### config.mk
export PLATFORM = sky130hd
export DESIGN_NAME = temp_frame_tx
export DESIGN_NICKNAME = d
export VERILOG_FILES = /design/src/rtl/temp_frame_tx.sv
export SDC_FILE = /design/constraint.sdc
export NUM_CORES = 1
export LEC_CHECK = 0
export CORE_MARGIN = 2
export CORE_UTILIZATION = 58
export DETAILED_ROUTE_END_ITERATION = 16
export GPL_ROUTABILITY_DRIVEN = 0
export GPL_TIMING_DRIVEN = 1
export PLACE_DENSITY_LB_ADDON = 0.1
export SETUP_SLACK_MARGIN = 0.02
export SYNTH_ARGS = -nofsm -noshare
export SYNTH_HDL_FRONTEND = slang
export SYNTH_SLANG_ARGS = --single-unit
### constraint.sdc
create_clock -name clk_in -period 3 [get_ports clk_in]
set_input_delay 0.45 -clock clk_in [delete_from_list [all_inputs] [get_ports clk_in]]
set_output_delay 0.45 -clock clk_in [all_outputs]
set_load 0.01 [all_outputs]
### src/rtl/temp_frame_tx.sv
// Packs averaged temperature samples into 6-byte UART frames: header, seq, sample lo/hi, status, XOR checksum.
// Latency: the frame starts one cycle after capture; each byte costs LOAD + START plus the UART busy time.
// Backpressure: paced by tx_busy; one-deep pending buffer, later samples overwrite it and are counted as drops.
module temp_frame_tx #(
    parameter logic [7:0] HEADER = 8'hA5,
    parameter int         DROP_W = 8
) (
    input  logic              clk_in,
    input  logic              rst_n,
    input  logic              en,
    input  logic              sample_valid,
    input  logic [15:0]       sample,
    input  logic              temp_warn,
    input  logic              tx_busy,
    output logic              tx_start,
    output logic [7:0]        tx_data,
    output logic              frame_busy,
    output logic              frame_done,
    output logic [DROP_W-1:0] drop_cnt
);

    typedef enum logic [2:0] {
        IDLE    = 3'd0,
        LOAD    = 3'd1,
        START   = 3'd2,
        WAIT_HI = 3'd3,
        WAIT_LO = 3'd4,
        DONE    = 3'd5
    } state_t;

    state_t      state;
    logic [2:0]  idx;
    logic [7:0]  seq;
    logic [15:0] act_sample;
    logic        act_warn;
    logic [15:0] pend_sample;
    logic        pend_warn;
    logic        pend_vld;
    logic        ovr_flag;
    logic        frame_ovr;

    logic        wr_pend;
    logic        drop;
    logic        load_hdr_go;
    logic [2:0]  idx_inc;
    logic [7:0]  status_byte;
    logic [7:0]  checksum;
    logic [7:0]  next_byte;

    always_comb begin
        wr_pend     = en && sample_valid && (state != IDLE);
        drop        = wr_pend && pend_vld;
        // ovr is snapshotted only on the cycle the header byte actually leaves LOAD
        load_hdr_go = (state == LOAD) && (idx == 3'd0) && !tx_busy;
        idx_inc     = idx + 3'd1;
        status_byte = {act_warn, 6'b0, frame_ovr};
        checksum    = HEADER ^ seq ^ act_sample[7:0] ^ act_sample[15:8] ^ status_byte;
        case (idx_inc)
            3'd1:    next_byte = seq;
            3'd2:    next_byte = act_sample[7:0];
            3'd3:    next_byte = act_sample[15:8];
            3'd4:    next_byte = status_byte;
            3'd5:    next_byte = checksum;
            default: next_byte = HEADER;
        endcase
    end

    always_ff @(posedge clk_in) begin
        if (!rst_n) begin
            state       <= IDLE;
            idx         <= 3'd0;
            seq         <= 8'd0;
            act_sample  <= 16'd0;
            act_warn    <= 1'b0;
            pend_sample <= 16'd0;
            pend_warn   <= 1'b0;
            pend_vld    <= 1'b0;
            ovr_flag    <= 1'b0;
            frame_ovr   <= 1'b0;
            tx_start    <= 1'b0;
            tx_data     <= 8'd0;
            frame_busy  <= 1'b0;
            frame_done  <= 1'b0;
            drop_cnt    <= '0;
        end else begin
            tx_start   <= 1'b0;
            frame_done <= 1'b0;

            // DONE consumes a coincident sample directly, so it never lands in pending there
            if (wr_pend && (state != DONE)) begin
                pend_sample <= sample;
                pend_warn   <= temp_warn;
                pend_vld    <= 1'b1;
            end

            if (drop) begin
                ovr_flag <= 1'b1;
                if (drop_cnt != '1)
                    drop_cnt <= drop_cnt + {{(DROP_W-1){1'b0}}, 1'b1};
            end else if (load_hdr_go) begin
                ovr_flag <= 1'b0;
            end

            if (load_hdr_go)
                frame_ovr <= ovr_flag;

            case (state)
                IDLE: begin
                    if (en && sample_valid) begin
                        act_sample <= sample;
                        act_warn   <= temp_warn;
                        idx        <= 3'd0;
                        tx_data    <= HEADER;
                        frame_busy <= 1'b1;
                        state      <= LOAD;
                    end
                end
                LOAD: begin
                    // never request while the UART still reports busy
                    if (!tx_busy) begin
                        tx_start <= 1'b1;
                        state    <= START;
                    end
                end
                START: begin
                    state <= WAIT_HI;
                end
                WAIT_HI: begin
                    if (tx_busy)
                        state <= WAIT_LO;
                end
                WAIT_LO: begin
                    if (!tx_busy) begin
                        if (idx < 3'd5) begin
                            idx     <= idx_inc;
                            tx_data <= next_byte;
                            state   <= LOAD;
                        end else begin
                            frame_done <= 1'b1;
                            state      <= DONE;
                        end
                    end
                end
                DONE: begin
                    seq <= seq + 8'd1;
                    if (pend_vld || wr_pend) begin
                        act_sample <= wr_pend ? sample : pend_sample;
                        act_warn   <= wr_pend ? temp_warn : pend_warn;
                        pend_vld   <= 1'b0;
                        idx        <= 3'd0;
                        tx_data    <= HEADER;
                        state      <= LOAD;
                    end else begin
                        frame_busy <= 1'b0;
                        state      <= IDLE;
                    end
                end
                default: begin
                    frame_busy <= 1'b0;
                    state      <= IDLE;
                end
            endcase
        end
    end

endmodule

==> results by group <==
Final layout
  – Layout cells sized above 1: 5.06%
  – Final core utilization: 71.3%
  – Final nets: 461
  – Area Growth Syn to Fin: 17.2%
  – # diodes: 0
  – Filler cells: 477

Hold path
  – Hold Crit Class: register to register
  – Startpoint of the worst hold path: tx_data[3]

Critical path
  – WP depth: 6
  – Critical path origin: idx[0]
  – Reg2reg path depth: 6
  – CP cell instances: ha_1 > xnor2_1 > mux2i_1 > o2111a_1 > o21ai_0 > a21oi_1
  – CP Max Fanout: 13
  – CP endpoint kind: register
  – Critical R2R Launch: idx[0]
  – Critical Path AT: 2.74 ns
  – Crit path max-delay family: compound AO/OA/AOI/OAI gates
  – FF-to-FF End: tx_data[4]
  – Worst path max stage delay: 0.72 ns
  – CP max-delay cell: xnor2_1
  – Worst EP required: 3.27 ns
  – Critical Path Sink: tx_data[4]
  – Buffers & Inverters on Critical Path: 0
  – Crit path kind: register to register
  – CP startpoint kind: register
  – R2R setup slack: 0.53 ns

Synthesis
  – Async S/R FF share, synth: 0%
  – Ranking of synthesized cells by area: dfxtp_1, nor2_1, mux2i_1
  – Synth cell types: 44
  – Synth cell count leaders: dfxtp_1, nor2_1, nand2_1
  – Post-synth top flop: dfxtp_1
  – Synthesized flop and latch total: 70
  – EDFF count, synth: 0
  – Sequential cell area fraction in the yosys report: 41.3%
  – Post-synth top area share: 41.3%
  – Post-Synthesis Cell Area: 0.00339 mm²
  – Leading area contributor after synthesis: dfxtp_1
  – Mean Syn Cell Area: 8.46 µm²
  – Net count after synthesis: 430
  – Ys Warns: 0
  – Mapped Cells: 401
  – Top-count cell post-synth: dfxtp_1

Route
  – Avg WL per Cell: 14.9 µm
  – Vias: 2995
  – DRC Markers: 0
  – Via density: 5.91
  – Antenna-violating nets left: 0
  – Initial DRC count: 313
  – DR pass1 iterations: 8
  – Final wirelength: 7540 µm

Clock tree
  – Clock transition at the registers of the reported paths: 0.07 ns
  – TritonCTS clock tree: yes
  – Clock root buffer: clkbuf_8
  – Post_cts resized: 0
  – Max Buffers Root-to-Sink: 2
  – Clk Latency, worst-skew pair: 0.34 ns
  – Number of CTS-inserted buffers: 9
  – Post-CTS Setup Inserts: 0
  – CTS sink count: 70
  – H-Tree Depth: 3
  – Hold Buf Count CTS: 0

Floorplan
  – Die Y: 80.5 µm
  – Total die area: 0.00648 mm²
  – Starting Density: 60.9%
  – Core ar.: 0.00557 mm²
  – Ports: 41
  – Die width: 80.5 µm
  – Row cnt: 27

STA
  – Unrepaired setup endpoints after global routing: false
  – Hold Slack: 0.452 ns
  – Worst Max-Slew Pin Slew: 0.888 ns
  – Setup TNS: 0 ns
  – Slew HR: 40.4%
  – Tcrit/Tclk final: 82.3%
  – Min cycle time layout: 2.47 ns
  – Endpoints failing hold: 0
  – Max Slew Vio Count: 0
  – Fmax: 0.405 GHz
  – Skew final: 0.00790 ns
  – # setup viols final: 0

Global routing
  – Global-route wire length before repair: 12200 µm
  – Vias in the first global route: 2563
  – Grt ovf: 0
  – Antenna violations before repair: 0
  – Pin count of the biggest net entering global routing: 43
  – All-Layer GR Usage: 24.4%

Power and ir drop
  – LEAKAGE: 1.56 nW
  – PwrDens: 473 mW/mm²
  – Worst ir drop on vdd: 339 µV
  – Power Total: 1.88 mW

Run
  – Max_cap viols: 0

Run status
  – Outcome: complete, no violations

Place
  – Buffers on Ports: 40
  – HPWL Detailed: 5220 µm
==> metrics by stage <==
stage | area [µm²] | cells | setup slack [ns]
final | 3980 | 507 | 0.531
after global routing | 3980 | 507 | 0.394
after CTS | 3980 | 507 | 0.588
after detailed placement | 3820 | 493 | 0.624
after global placement | 3820 | 493 | 0.699
after floorplan | 3390 | 401 | 1.13
==> flip-flops by register name, indices dropped and copies added (netlist names), 3 cells and up <==
name	cells
act_sample	16
tx_data	8
seq	8
state	3
pend_sample	16
drop_cnt	8
idx	3
==> power by group <==
group          internal [mW]  leakage (nW)  switching, mW
Clock                  0.311        0.0821          0.332
Sequential             0.971         0.569         0.0452
Combinational          0.110         0.908          0.113
Total                   1.39          1.56          0.490
==> worst min-delay path by stage <==
stage	end	slack (ns)	cells after the start
finish	tx_data[3]	0.45	2
global route	tx_data[4]	0.48	2
CTS	tx_data[3]	0.45	2
detailed placement	tx_data[1]	0.45	2
global placement	tx_data[4]	0.44	2
floorplan	ovr_flag	0.46	2
==> worst min-delay path: stages, from the launching register on <==
cell and delay, ns:
dfxtp_1 0.31, nand2_1 0.05, a21oi_1 0.05
==> cells in the final DEF, fill, tap and decap left out, drive strengths merged, types with 3 or more instances in the layout <==
cell type / count
dfxtp: 70
nand3: 20
a22oi: 6
a311oi: 17
and2: 7
xor2: 9
or3: 8
nand2b: 4
o21ai: 18
a21oi: 23
nand4: 10
inv: 4
buf: 4
nor3: 3
a21boi: 4
clkbuf: 12
nor2: 65
nand2: 39
mux2i: 20
clkdlybuf4s50: 40
ha: 7
xnor2: 16
==> cells by family (layout without fill, tap and decap cells) <==
kind of cell | count (synthesis) | in the layout | synth area share [%]
buffers and inverters | 28 | 62 | 3.50
adder cells (fa/ha/maj) | 7 | 7 | 2.58
AO/OA/AOI/OAI | 83 | 83 | 16.5
flip-flops | 70 | 70 | 41.3
multiplexers | 20 | 20 | 5.90
XOR/XNOR | 26 | 26 | 7.16
AND/OR/NAND/NOR | 167 | 167 | 23.1
==> per-layer routing <==
layer,wire length (µm),vias up,track usage [%]
li1,-,1481,-
met1,3620,1405,33.9
met2,3360,96,37.9
met3,433,13,5.73
met4,118,0,6.61
met5,0,-,0
==> final cells by class <==
type / instances / area, µm² / area share (%)
clock buffer: 12 / 145 / 3.65
clock inverter: 2 / 10.0 / 0.252
inverter: 4 / 15.0 / 0.378
multi-input combinational: 303 / 1870 / 47.1
sequential: 70 / 1400 / 35.2
tap: 72 / 90.1 / 2.27
timing repair buffer: 44 / 443 / 11.1
Power figures use the tool's default switching activity.
